<file path="config.mk">
export PLATFORM = sky130hd
export DESIGN_NAME = id_ex_issue_flat
export DESIGN_NICKNAME = d
export VERILOG_FILES = /design/src/rtl/id_ex_issue_if.sv /design/src/rtl/id_ex_issue.sv /design/src/flat_wrapper.sv
export SDC_FILE = /design/constraint.sdc
export NUM_CORES = 1
export LEC_CHECK = 0
export ABC_AREA = 1
export ABC_CLOCK_PERIOD_IN_PS = 1840
export BUFFER_PORTS_ARGS = -buffer_cell sky130_fd_sc_hd__buf_2
export CAP_MARGIN = 25
export CORE_UTILIZATION = 45
export DETAILED_ROUTE_END_ITERATION = 10
export GPL_TIMING_DRIVEN = 0
export HOLD_SLACK_MARGIN = 0.06
export PLACE_DENSITY_LB_ADDON = 0.1
export SLEW_MARGIN = 20
export SYNTH_ARGS = -nofsm -noshare
export SYNTH_HDL_FRONTEND = slang
export SYNTH_SLANG_ARGS = --single-unit
</file>
<file path="constraint.sdc">
create_clock -name clk -period 1.84 [get_ports clk]
set_input_delay 0.184 -clock clk [delete_from_list [all_inputs] [get_ports clk]]
set_output_delay 0.184 -clock clk [all_outputs]
set_load 0.05 [all_outputs]
</file>
<file path="src/rtl/id_ex_issue_if.sv">
// Signal bundle between the decode stage and the ID/EX issue register.
// The master side is decode; the slave side is the issue register that feeds the ALU.
interface id_ex_issue_if #(
  parameter int DW = 32,
  parameter int RW = 5
);
  logic          stall;
  logic          flush;
  logic          id_valid;
  logic [DW-1:0] id_rd1;
  logic [DW-1:0] id_rd2;
  logic [DW-1:0] id_imm;
  logic [RW-1:0] id_rs;
  logic [RW-1:0] id_rt;
  logic [RW-1:0] id_rd;
  logic [1:0]    id_alu_op;
  logic [5:0]    id_funct;
  logic          id_alu_src;
  logic          id_reg_dst;
  logic          id_reg_write;
  logic          id_mem_read;
  logic          id_mem_write;
  logic          id_mem_to_reg;

  logic          ex_valid;
  logic [DW-1:0] ex_A;
  logic [DW-1:0] ex_a;
  logic [DW-1:0] ex_b;
  logic          ex_sel;
  logic [2:0]    ex_control;
  logic [RW-1:0] ex_write_reg;
  logic [RW-1:0] ex_rs;
  logic [RW-1:0] ex_rt;
  logic          ex_reg_write;
  logic          ex_mem_read;
  logic          ex_mem_write;
  logic          ex_mem_to_reg;
  logic          ex_illegal;
  logic          load_use_stall;

  modport master (
    output stall, flush, id_valid, id_rd1, id_rd2, id_imm, id_rs, id_rt, id_rd,
           id_alu_op, id_funct, id_alu_src, id_reg_dst, id_reg_write,
           id_mem_read, id_mem_write, id_mem_to_reg,
    input  ex_valid, ex_A, ex_a, ex_b, ex_sel, ex_control, ex_write_reg,
           ex_rs, ex_rt, ex_reg_write, ex_mem_read, ex_mem_write,
           ex_mem_to_reg, ex_illegal, load_use_stall
  );

  modport slave (
    input  stall, flush, id_valid, id_rd1, id_rd2, id_imm, id_rs, id_rt, id_rd,
           id_alu_op, id_funct, id_alu_src, id_reg_dst, id_reg_write,
           id_mem_read, id_mem_write, id_mem_to_reg,
    output ex_valid, ex_A, ex_a, ex_b, ex_sel, ex_control, ex_write_reg,
           ex_rs, ex_rt, ex_reg_write, ex_mem_read, ex_mem_write,
           ex_mem_to_reg, ex_illegal, load_use_stall
  );
endinterface

</file>
<file path="src/rtl/id_ex_issue.sv">
// ID/EX pipeline register: latches decode operands/controls, decodes ALU control,
// and inserts bubbles for flush and load-use hazards.
module id_ex_issue #(
  parameter int DW = 32,
  parameter int RW = 5
) (
  input  logic         clk,
  input  logic         reset,
  id_ex_issue_if.slave bus
);

  typedef struct packed {
    logic          valid;
    logic [DW-1:0] op_a;
    logic [DW-1:0] mux_a;
    logic [DW-1:0] mux_b;
    logic          sel;
    logic [2:0]    control;
    logic [RW-1:0] write_reg;
    logic [RW-1:0] rs;
    logic [RW-1:0] rt;
    logic          reg_write;
    logic          mem_read;
    logic          mem_write;
    logic          mem_to_reg;
    logic          illegal;
  } ex_t;

  ex_t        ex_q;
  ex_t        ex_d;
  ex_t        id_load;
  logic [2:0] ctrl_dec;
  logic       illegal_dec;
  logic       load_use;

  always_comb begin
    ctrl_dec    = 3'b010;
    illegal_dec = 1'b0;
    case (bus.id_alu_op)
      2'b00: ctrl_dec = 3'b010;
      2'b01: ctrl_dec = 3'b110;
      2'b11: ctrl_dec = 3'b001;
      default: begin
        case (bus.id_funct)
          6'b100000: ctrl_dec = 3'b010;
          6'b100010: ctrl_dec = 3'b110;
          6'b100100: ctrl_dec = 3'b000;
          6'b100101: ctrl_dec = 3'b001;
          6'b101010: ctrl_dec = 3'b111;
          default:   illegal_dec = 1'b1;
        endcase
      end
    endcase
  end

  // An invalid decode slot loads exactly like a bubble.
  always_comb begin
    id_load = '0;
    if (bus.id_valid) begin
      id_load.valid      = 1'b1;
      id_load.op_a       = bus.id_rd1;
      id_load.mux_a      = bus.id_rd2;
      id_load.mux_b      = bus.id_imm;
      id_load.sel        = bus.id_alu_src;
      id_load.control    = ctrl_dec;
      id_load.write_reg  = bus.id_reg_dst ? bus.id_rd : bus.id_rt;
      id_load.rs         = bus.id_rs;
      id_load.rt         = bus.id_rt;
      id_load.reg_write  = bus.id_reg_write;
      id_load.mem_read   = bus.id_mem_read;
      id_load.mem_write  = bus.id_mem_write;
      id_load.mem_to_reg = bus.id_mem_to_reg;
      id_load.illegal    = illegal_dec;
    end
  end

  assign load_use = ~reset & ex_q.valid & ex_q.mem_read & bus.id_valid &
                    (ex_q.rt != '0) &
                    ((ex_q.rt == bus.id_rs) | (ex_q.rt == bus.id_rt));

  // Flush outranks stall so a squashed instruction never lingers in EX.
  always_comb begin
    ex_d = ex_q;
    if (bus.flush)      ex_d = '0;
    else if (bus.stall) ex_d = ex_q;
    else if (load_use)  ex_d = '0;
    else                ex_d = id_load;
  end

  always_ff @(posedge clk) begin
    if (reset) ex_q <= '0;
    else       ex_q <= ex_d;
  end

  assign bus.ex_valid       = ex_q.valid;
  assign bus.ex_A           = ex_q.op_a;
  assign bus.ex_a           = ex_q.mux_a;
  assign bus.ex_b           = ex_q.mux_b;
  assign bus.ex_sel         = ex_q.sel;
  assign bus.ex_control     = ex_q.control;
  assign bus.ex_write_reg   = ex_q.write_reg;
  assign bus.ex_rs          = ex_q.rs;
  assign bus.ex_rt          = ex_q.rt;
  assign bus.ex_reg_write   = ex_q.reg_write;
  assign bus.ex_mem_read    = ex_q.mem_read;
  assign bus.ex_mem_write   = ex_q.mem_write;
  assign bus.ex_mem_to_reg  = ex_q.mem_to_reg;
  assign bus.ex_illegal     = ex_q.illegal;
  assign bus.load_use_stall = load_use;

endmodule

</file>
<file path="src/flat_wrapper.sv">
// flat-port wrapper written by rule: the top's interface ports become plain ports
module id_ex_issue_flat 
#(
  parameter int DW = 32,
  parameter int RW = 5
)
  (clk, reset, bus_stall, bus_flush, bus_id_valid, bus_id_rd1, bus_id_rd2, bus_id_imm, bus_id_rs, bus_id_rt, bus_id_rd, bus_id_alu_op, bus_id_funct, bus_id_alu_src, bus_id_reg_dst, bus_id_reg_write, bus_id_mem_read, bus_id_mem_write, bus_id_mem_to_reg, bus_ex_valid, bus_ex_A, bus_ex_a, bus_ex_b, bus_ex_sel, bus_ex_control, bus_ex_write_reg, bus_ex_rs, bus_ex_rt, bus_ex_reg_write, bus_ex_mem_read, bus_ex_mem_write, bus_ex_mem_to_reg, bus_ex_illegal, bus_load_use_stall);
  id_ex_issue_if #(.DW(DW), .RW(RW)) bus_i ();
  input  logic clk;
  input  logic reset;
  input wire logic [$bits(bus_i.stall)-1:0] bus_stall;
  input wire logic [$bits(bus_i.flush)-1:0] bus_flush;
  input wire logic [$bits(bus_i.id_valid)-1:0] bus_id_valid;
  input wire logic [$bits(bus_i.id_rd1)-1:0] bus_id_rd1;
  input wire logic [$bits(bus_i.id_rd2)-1:0] bus_id_rd2;
  input wire logic [$bits(bus_i.id_imm)-1:0] bus_id_imm;
  input wire logic [$bits(bus_i.id_rs)-1:0] bus_id_rs;
  input wire logic [$bits(bus_i.id_rt)-1:0] bus_id_rt;
  input wire logic [$bits(bus_i.id_rd)-1:0] bus_id_rd;
  input wire logic [$bits(bus_i.id_alu_op)-1:0] bus_id_alu_op;
  input wire logic [$bits(bus_i.id_funct)-1:0] bus_id_funct;
  input wire logic [$bits(bus_i.id_alu_src)-1:0] bus_id_alu_src;
  input wire logic [$bits(bus_i.id_reg_dst)-1:0] bus_id_reg_dst;
  input wire logic [$bits(bus_i.id_reg_write)-1:0] bus_id_reg_write;
  input wire logic [$bits(bus_i.id_mem_read)-1:0] bus_id_mem_read;
  input wire logic [$bits(bus_i.id_mem_write)-1:0] bus_id_mem_write;
  input wire logic [$bits(bus_i.id_mem_to_reg)-1:0] bus_id_mem_to_reg;
  output wire logic [$bits(bus_i.ex_valid)-1:0] bus_ex_valid;
  output wire logic [$bits(bus_i.ex_A)-1:0] bus_ex_A;
  output wire logic [$bits(bus_i.ex_a)-1:0] bus_ex_a;
  output wire logic [$bits(bus_i.ex_b)-1:0] bus_ex_b;
  output wire logic [$bits(bus_i.ex_sel)-1:0] bus_ex_sel;
  output wire logic [$bits(bus_i.ex_control)-1:0] bus_ex_control;
  output wire logic [$bits(bus_i.ex_write_reg)-1:0] bus_ex_write_reg;
  output wire logic [$bits(bus_i.ex_rs)-1:0] bus_ex_rs;
  output wire logic [$bits(bus_i.ex_rt)-1:0] bus_ex_rt;
  output wire logic [$bits(bus_i.ex_reg_write)-1:0] bus_ex_reg_write;
  output wire logic [$bits(bus_i.ex_mem_read)-1:0] bus_ex_mem_read;
  output wire logic [$bits(bus_i.ex_mem_write)-1:0] bus_ex_mem_write;
  output wire logic [$bits(bus_i.ex_mem_to_reg)-1:0] bus_ex_mem_to_reg;
  output wire logic [$bits(bus_i.ex_illegal)-1:0] bus_ex_illegal;
  output wire logic [$bits(bus_i.load_use_stall)-1:0] bus_load_use_stall;
  assign bus_i.stall = bus_stall;
  assign bus_i.flush = bus_flush;
  assign bus_i.id_valid = bus_id_valid;
  assign bus_i.id_rd1 = bus_id_rd1;
  assign bus_i.id_rd2 = bus_id_rd2;
  assign bus_i.id_imm = bus_id_imm;
  assign bus_i.id_rs = bus_id_rs;
  assign bus_i.id_rt = bus_id_rt;
  assign bus_i.id_rd = bus_id_rd;
  assign bus_i.id_alu_op = bus_id_alu_op;
  assign bus_i.id_funct = bus_id_funct;
  assign bus_i.id_alu_src = bus_id_alu_src;
  assign bus_i.id_reg_dst = bus_id_reg_dst;
  assign bus_i.id_reg_write = bus_id_reg_write;
  assign bus_i.id_mem_read = bus_id_mem_read;
  assign bus_i.id_mem_write = bus_id_mem_write;
  assign bus_i.id_mem_to_reg = bus_id_mem_to_reg;
  assign bus_ex_valid = bus_i.ex_valid;
  assign bus_ex_A = bus_i.ex_A;
  assign bus_ex_a = bus_i.ex_a;
  assign bus_ex_b = bus_i.ex_b;
  assign bus_ex_sel = bus_i.ex_sel;
  assign bus_ex_control = bus_i.ex_control;
  assign bus_ex_write_reg = bus_i.ex_write_reg;
  assign bus_ex_rs = bus_i.ex_rs;
  assign bus_ex_rt = bus_i.ex_rt;
  assign bus_ex_reg_write = bus_i.ex_reg_write;
  assign bus_ex_mem_read = bus_i.ex_mem_read;
  assign bus_ex_mem_write = bus_i.ex_mem_write;
  assign bus_ex_mem_to_reg = bus_i.ex_mem_to_reg;
  assign bus_ex_illegal = bus_i.ex_illegal;
  assign bus_load_use_stall = bus_i.load_use_stall;
  id_ex_issue #(.DW(DW), .RW(RW)) u_core (.clk(clk), .reset(reset), .bus(bus_i));
endmodule
</file>
# Yosys cells after proc, flatten, opt, wreduce, memory -nomap -nowiden
# Cells that the tools add are included.
# Widths: inputs -> output; s select.
dict set report word_totals {
  register_bits 121
  output_inout_bits 122
  word_cells 42
  inputBits 130
}
dict set report classes {
  reduce_logical 5
  n_eq_ne 9
  bitwise_logic 7
  mux 7
}
# operator n
set ops {}
lappend ops {{$mux 121} 2}
lappend ops {{$eq 6x6->1 const B} 5}
lappend ops {{$pmux 3 s4} 1}
lappend ops {{$eq 5x5->1} 2}
lappend ops {{$pmux 3 s3} 1}
lappend ops {{$and 1x1->1} 5}
lappend ops {{$mux 5} 1}
lappend ops {{$reduce_bool 5->1} 1}
lappend ops {{$reduce_or 5->1} 1}
lappend ops {{$reduce_or 3->1} 1}
lappend ops {{$eq 2x1->1 const B} 1}
lappend ops {{$eq 2x2->1 const B} 1}
lappend ops {{$logic_not 2->1} 1}
lappend ops {{$mux 1} 2}
lappend ops {{$reduce_or 2->1} 1}
lappend ops {{$not 1->1} 1}
lappend ops {{$or 1x1->1} 1}

# Longest topological paths before layout
# Gate-level depths: netlist (run 1).
dict set report logic_depth {
  depth_word 7
  mapped_depth 12
  depth_no_buf 11
}

# Worst setup path before layout (run 1)
# Ideal clock, no wire load.
dict set report synth_path {
  path_kind {flip-flop to output port}
  startpoint {register u_core.ex_q, in the netlist u_core.bus.ex_rt[2]}
  endpoint {output port bus_load_use_stall}
  path_slack_ns -0.045
  path_stages_with_launch 10
  t_required_ns 1.656
  path_buffers 1
  t_arrival_ns 1.701
  path_cell_list {dfxtp_1 > inv_1 > nand2_1 > nand2_1 > nor2_1 > nand3_1 > nand2_1 > nand2_2 > buf_2 > inv_1}
}
dict set report synth_between {
  elab_chain_cells 3
  elab_cells_between_ends 6
  classes_between {eq/ne (2); bitwise (3); reduce/logical (1)}
}
# element line
set synth_lines {}
lappend synth_lines {{start, declared} id_ex_issue.sv:29} ;# ex_t ex_q;
lappend synth_lines {{start signal, assigned} id_ex_issue.sv:91} ;# if (reset) ex_q <= '0;
lappend synth_lines {{start signal, assigned} id_ex_issue.sv:92} ;# else ex_q <= ex_d;
lappend synth_lines {{$eq 5x5->1 / $reduce_bool 5->1 (equally long branches)} {id_ex_issue.sv:79, id_ex_issue.sv:78}}
lappend synth_lines {{$or 1x1->1 / $and 1x1->1 (equally long branches)} {id_ex_issue.sv:79, id_ex_issue.sv:77}}
lappend synth_lines {{$and 1x1->1 *} id_ex_issue.sv:78} ;# (ex_q.rt != '0) &
lappend synth_lines {{end, declared} flat_wrapper.sv:42} ;# output wire logic [$bits(bus_i.load_use_stall)-1:0] bus_load_use_stall;
# Mark *: on every way between the ends. The rest lies on a longest branch, timed or not.

# Worst setup path after layout (run 1)
dict set report layout_path {
  startpoint {register u_core.ex_q, in the netlist u_core.bus.ex_rt[1]}
  endpoint {output port bus_load_use_stall}
}
# Same word-level chain as after synthesis.

==> results.ini, run 1 <==
[placed_design]
place.detailed.hpwl_um=11100
gp_congestion=0.813
dpl.cell_count=1024
portBuffers=249

[cells_and_area]
nets=1153
final_common_cell=buf_2
register_area_mm2=0.00243
area_growth_pct=64.7
num-fill-cells=747
multi_input_area_mm2=0.00209
diodes=0
final_cell_mix=256 x buf_2, 156 x nand2_1, 120 x a21oi_1
drive_above_1_share_pct=32.2
finalNonFillerCells=1172

[timing]
slew_headroom_pct=57.1
finalSetupTns_ps=0
hold_violations=0
finClkSkew_ps=6.89
min_period_ps=1820
tightestPinTransition_ps=644
fmax_mhz=550
finalCritPeriodShare_pct=98.9
setup_viol=0
rsz0062_at_grt=yes
slew_violations=0

[die]
fp.coreArea_mm2=0.0104
fp.dieW_um=106
num_rows=37
die_area_mm2=0.0113
start_util_pct=46.9
die_h_um=106
ios=252

[power_and_ir_drop]
ir_worst_vdd_mv=0.489
clkPwrFrac_pct=45.6
power.leakage_uw=0.00367
p_per_area_mw_per_mm2=828
power_frac_comb_pct=13.9
p_seq_share_pct=40.5
netSwitchingFraction_pct=26.2
intPower_uw=4920
switching_power_uw=1740

[setup_path]
reg2reg_slack_ps=100
startpoint=u_core.bus.ex_rt[1]
required_ps=1660
endpoint_kind=output port
worstPathArrival_ps=1640
reg2reg_from=u_core.bus.ex_rt[0]
start_kind=register
cp_max_fo=4
crit_type=register to output port

[cts]
cts_buffers=17
cts_tree=yes
cts_buffer_depth=2
insertion_delay_ps=520
h-tree-depth=4
path_clk_slew_ps=60
clock-sinks=121
root_buffer=clkbuf_8

[global_route]
grt_pass1_wl_um=27400
grt_usage_pct=31.1
grt_start_max_net_pins=17
grt_pass1_vias=5825
antenna_found_initial=0
globalRouteOverflowTotal=0

[detailed_routing]
wl_per_cell_um=14.8
route.detailed.drc=0
antenna_left=0
first_pass_iters=5
vias_per_cell=5.09
vias=5963
drtIter0Drc=370
wirelength_um=17400

[synthesis]
syn_area_mm2=0.00489
ys_types=21
syn_inst=639
synth_fp_nets=769
synth_xor_area_share_pct=0.359
ys_seq_elements=121
syn_avg_cell_area_um2=7.65
ys_seq_area_share_pct=49.6
yosysWarnings=0
synth-compound-area-share_pct=12.9
synth_top_family_by_area=simple AND/OR/NAND/NOR gates
muxShareOfSynthArea_pct=0.461
synth_fa_ha_area_share_pct=0
synth-simple-area-share_pct=28.6

[status]
outcome=finished clean

[job]
maxCapViolCount=0

[worst_hold_path]
hold_path_class=primary input to register
min_from=bus_id_alu_op[1]

==> cell families after synthesis <==
group / Yosys count
mux: 2
compound gates: 125
xor+xnor: 2
simple gates: 312
flops: 121
buf+inv: 77
==> critical path, cell delays in order (launching register included) <==
cell	delay (ps)
dfxtp_2	360
inv_2	50
nand2_1	50
nand2_1	50
nor2_1	130
nand3_1	110
nand2_2	100
nand2_4	60
inv_2	60
buf_8	130
==> timing repair <==
item,in CTS,in global routing
pin swaps,5,9
buffers inserted,5,0
hold buffers,112,0
gates resized for setup,7,12
setup endpoints to repair,1,2
hold endpoints to repair,112,0
==> worst paths after layout <==
path,to,cells past startpoint
max,bus_load_use_stall,9
min,u_core.bus.ex_control[0],5
max reg2reg,u_core.bus.ex_b[1],12
min reg2reg,u_core.bus.ex_a[0],2
==> per-stage QoR <==
step	area (um^2)	setup slack, ps	hold WS (ps)	power, uW	util, %
6_report	8050	20.8	78.2	6660	77.3
5_1_grt	8050	-45.4	78.4	6910	77.3
4_1_cts	8030	1.41	62.2	6680	77.1
3_5_place_dp	6310	155	450	3470	60.6
3_3_place_gp	6310	154	443	3460	60.6
2_1_floorplan	4890	8.69	320	3190	-
==> area by class of cell <==
| type | instances | area share [%] |
|---|---|---|
| buffer | 54 | 3.84 |
| clock buffer | 21 | 5.58 |
| clock inverter | 11 | 1.23 |
| inverter | 22 | 1.03 |
| multi-input combinational | 441 | 25.9 |
| sequential | 121 | 30.2 |
| tap | 136 | 2.11 |
| timing repair buffer | 366 | 30.0 |
==> cell usage after synthesis (all sizes together) <==
cell | number | area (um^2)
o21bai | 1 | 7.51
nor3 | 1 | 5.00
or2 | 1 | 6.26
clkbuf | 27 | 101
o21ai | 4 | 20.0
nand4 | 2 | 12.5
nor2 | 21 | 78.8
buf | 28 | 213
a21oi | 120 | 601
inv | 22 | 82.6
nand2 | 162 | 611
nand3 | 125 | 686
dfxtp | 121 | 2420
mux2 | 2 | 22.5
xnor2 | 2 | 17.5
==> layer usage <==
layer | vias to the layer above | GRT usage, % | wire [um]
met3 | 35 | 10.1 | 1270
met4 | 0 | 14.3 | 435
met1 | 2766 | 33.9 | 6770
met2 | 263 | 54.4 | 8920
li1 | 2899 | - | -
met5 | - | 0 | 0
==> power groups by stage <==
stage | Clock, uW | Sequential [uW] | Combinational [uW]
floorplan | 0 | 2940 | 252
global placement | 0 | 2760 | 702
detailed placement | 0 | 2760 | 712
CTS | 3070 | 2700 | 906
global route | 3220 | 2710 | 991
finish | 3040 | 2700 | 926
No activity file was read; power rests on OpenSTA's default activity.
==> inputs of run 2 (changes only) <==
CORE_MARGIN = 5   (was not set)
GPL_TIMING_DRIVEN = not set   (was 0)
==> run 2 against run 1 <==
  * The run now ends with negative setup slack left
  * Worst setup slack got worse by 61 ps
  * Clock skew rose by 4.0 ps
  * Clock-buffer cell count is the same
  * Sequential share of layout area rose by 0.081 points
  * Via count shrank 1.9%
  * Register-to-register slack lost 40 ps
  * Cell count shrank 2.9%
  * Non-clock buffer count is 39 lower
  * Worst hold slack gained 11 ps
  * Highest routed layer unchanged
==> results.ini, run 2 (synthesis results as in run 1) <==
[detailed_routing]
first_pass_iters=5
vias=5848
wirelength_um=17800
vias_per_cell=5.14
antenna_left=0
drtIter0Drc=640
route.detailed.drc=0
wl_per_cell_um=15.6

[timing]
hold_violations=0
fmax_mhz=532
slew_violations=0
worst_slack_ps=-40.7
finalHoldWorstSlack_ps=89.4
finalCritPeriodShare_pct=102
slew_headroom_pct=64.2
rsz0062_at_grt=yes
finClkSkew_ps=10.9
min_period_ps=1880
tightestPinTransition_ps=537
setup_viol=1

[cells_and_area]
area_growth_pct=64.6
final_common_cell=buf_2
final_util_pct=74.9
final_cell_mix=249 x buf_2, 158 x nand2_1, 120 x a21oi_1
diodes=0
finalNonFillerCells=1138
nets=1115
drive_above_1_share_pct=33.0
final_cell_area_mm2=0.00804
num-fill-cells=779

[placed_design]
portBuffers=251
dpl.cell_count=985
dpl_cell_area_mm2=0.00614
place.detailed.hpwl_um=10500
gp_congestion=0.828

[job]
maxCapViolCount=0

[die]
ios=252
fp.dieW_um=114
fp.coreArea_mm2=0.0107
start_util_pct=45.5
die_area_mm2=0.0130
num_rows=38
die_h_um=114

[setup_path]
path_cells=nor2_1 -> nor2_1 -> nor2_1 -> nand3_1 -> nand2_2 -> nand2_8 -> inv_4 -> buf_8
required_ps=1660
worstPathArrival_ps=1700
cp_common_cell=nor2_1
ff2ff_path_depth=11
cp_max_fo=7
crit_path_max_incr_delay_ps=360
path_delay_family=simple AND/OR/NAND/NOR gates
reg2reg_to=u_core.bus.ex_a[10]
endpoint_kind=output port
cp_num_cells=8
reg2reg_from=u_core.bus.ex_rt[0]
crit_slowest_cell=dfxtp_4
crit_type=register to output port
reg2reg_slack_ps=60
start_kind=register
cp_num_buf_inv=2

[power_and_ir_drop]
netSwitchingFraction_pct=24.1
power_frac_comb_pct=12.8
total_power_uw=7160
p_per_area_mw_per_mm2=890
ir_worst_vdd_mv=0.512
switching_power_uw=1720
intPower_uw=5440
p_seq_share_pct=37.7
clkPwrFrac_pct=49.5
power.leakage_uw=0.00368

[global_route]
grt_pass1_vias=5852
globalRouteOverflowTotal=0
grt_pass1_wl_um=28200
antenna_found_initial=0
grt_start_max_net_pins=122
grt_usage_pct=26.6

[cts]
clock-sinks=121
insertion_delay_ps=510
cts_buffers=17
cts_tree=yes
h-tree-depth=4
path_clk_slew_ps=50
root_buffer=clkbuf_8
cts_buffer_depth=2

[status]
failed_checks=negative setup slack
outcome=finished with violations

[worst_hold_path]
min_from=bus_id_rd[4]
min_path_cells=5
holdPathEnd=u_core.bus.ex_write_reg[4]
hold_path_class=primary input to register

==> run 2: changes by cell type in the layout (fill, tap and decap cells not counted), sizes merged <==
cell,delta
clkinv,-1
buf,-14
clkbuf,-26
dlygate4sd3,+1
bufinv,+4
clkinvlp,-3
nand2,+1
==> run 2: tightest hold or removal path, cell delays in order <==
cell,delay [ps]
buf_2,110
nand2_1,40
o21ai_0,90
nand3_2,80
a21oi_1,50
==> run 2: worst max path at each step <==
| stage | startpoint | end | slack (ps) |
|---|---|---|---|
| 2_1_floorplan | u_core.bus.ex_rt[0] | bus_load_use_stall | 9 |
| 3_3_place_gp | u_core.bus.ex_rt[0] | u_core.bus.ex_a[13] | 160 |
| 3_5_place_dp | u_core.bus.ex_rt[0] | u_core.bus.ex_a[18] | 40 |
| 4_1_cts | u_core.bus.ex_rt[1] | bus_load_use_stall | -20 |
| 5_1_grt | u_core.bus.ex_rt[0] | bus_load_use_stall | -150 |
| 6_report | u_core.bus.ex_rt[0] | bus_load_use_stall | -40 |
==> run 2: repair_timing <==
| action | CTS | global route |
|---|---|---|
| pin swaps | 3 | 7 |
| gates cloned | 1 | 1 |
| hold buffers | 113 | 0 |
| gates resized for setup | 13 | 10 |
| endpoints found under the setup margin | 1 | 29 |
| endpoints found under the hold margin | 113 | 0 |
| buffers inserted | 4 | 2 |
==> run 2: power by group through the flow <==
stage | Combinational [uW] | Clock [uW] | Sequential, uW
final | 919 | 3540 | 2700
after global routing | 987 | 3710 | 2700
after CTS | 901 | 3600 | 2700
after detailed placement | 708 | 0 | 2760
after global placement | 698 | 0 | 2760
after floorplan | 252 | 0 | 2940
==> run 2: metrics by stage <==
stage               worst slack (ps)  TNS (ps)
global placement                 158         0
finish                         -40.7     -40.7
CTS                            -18.2     -18.2
floorplan                       8.69         0
global route                    -149      -414
detailed placement              36.7         0
==> run 2: metal layers <==
| metal | GRT usage (%) | part of all wire [%] | vias up |
|---|---|---|---|
| met3 | 7.19 | 7.9 | 60 |
| met5 | 0 | 0 | - |
| met4 | 12.3 | 3.6 | 0 |
| met1 | 31.1 | 39 | 2689 |
| li1 | - | - | 2821 |
| met2 | 45.4 | 50 | 278 |
==> run 2: cell type report <==
cell class / instances / area [um^2] / share of cell area [%]
well taps: 140 / 175 / 2.18
flip-flops and latches: 121 / 2440 / 30.3
repair buffers: 381 / 2600 / 32.3
inverters: 22 / 85.1 / 1.06
clock buffers: 21 / 439 / 5.46
clock inverters: 11 / 195 / 2.43
multi-input cells: 442 / 2110 / 26.3
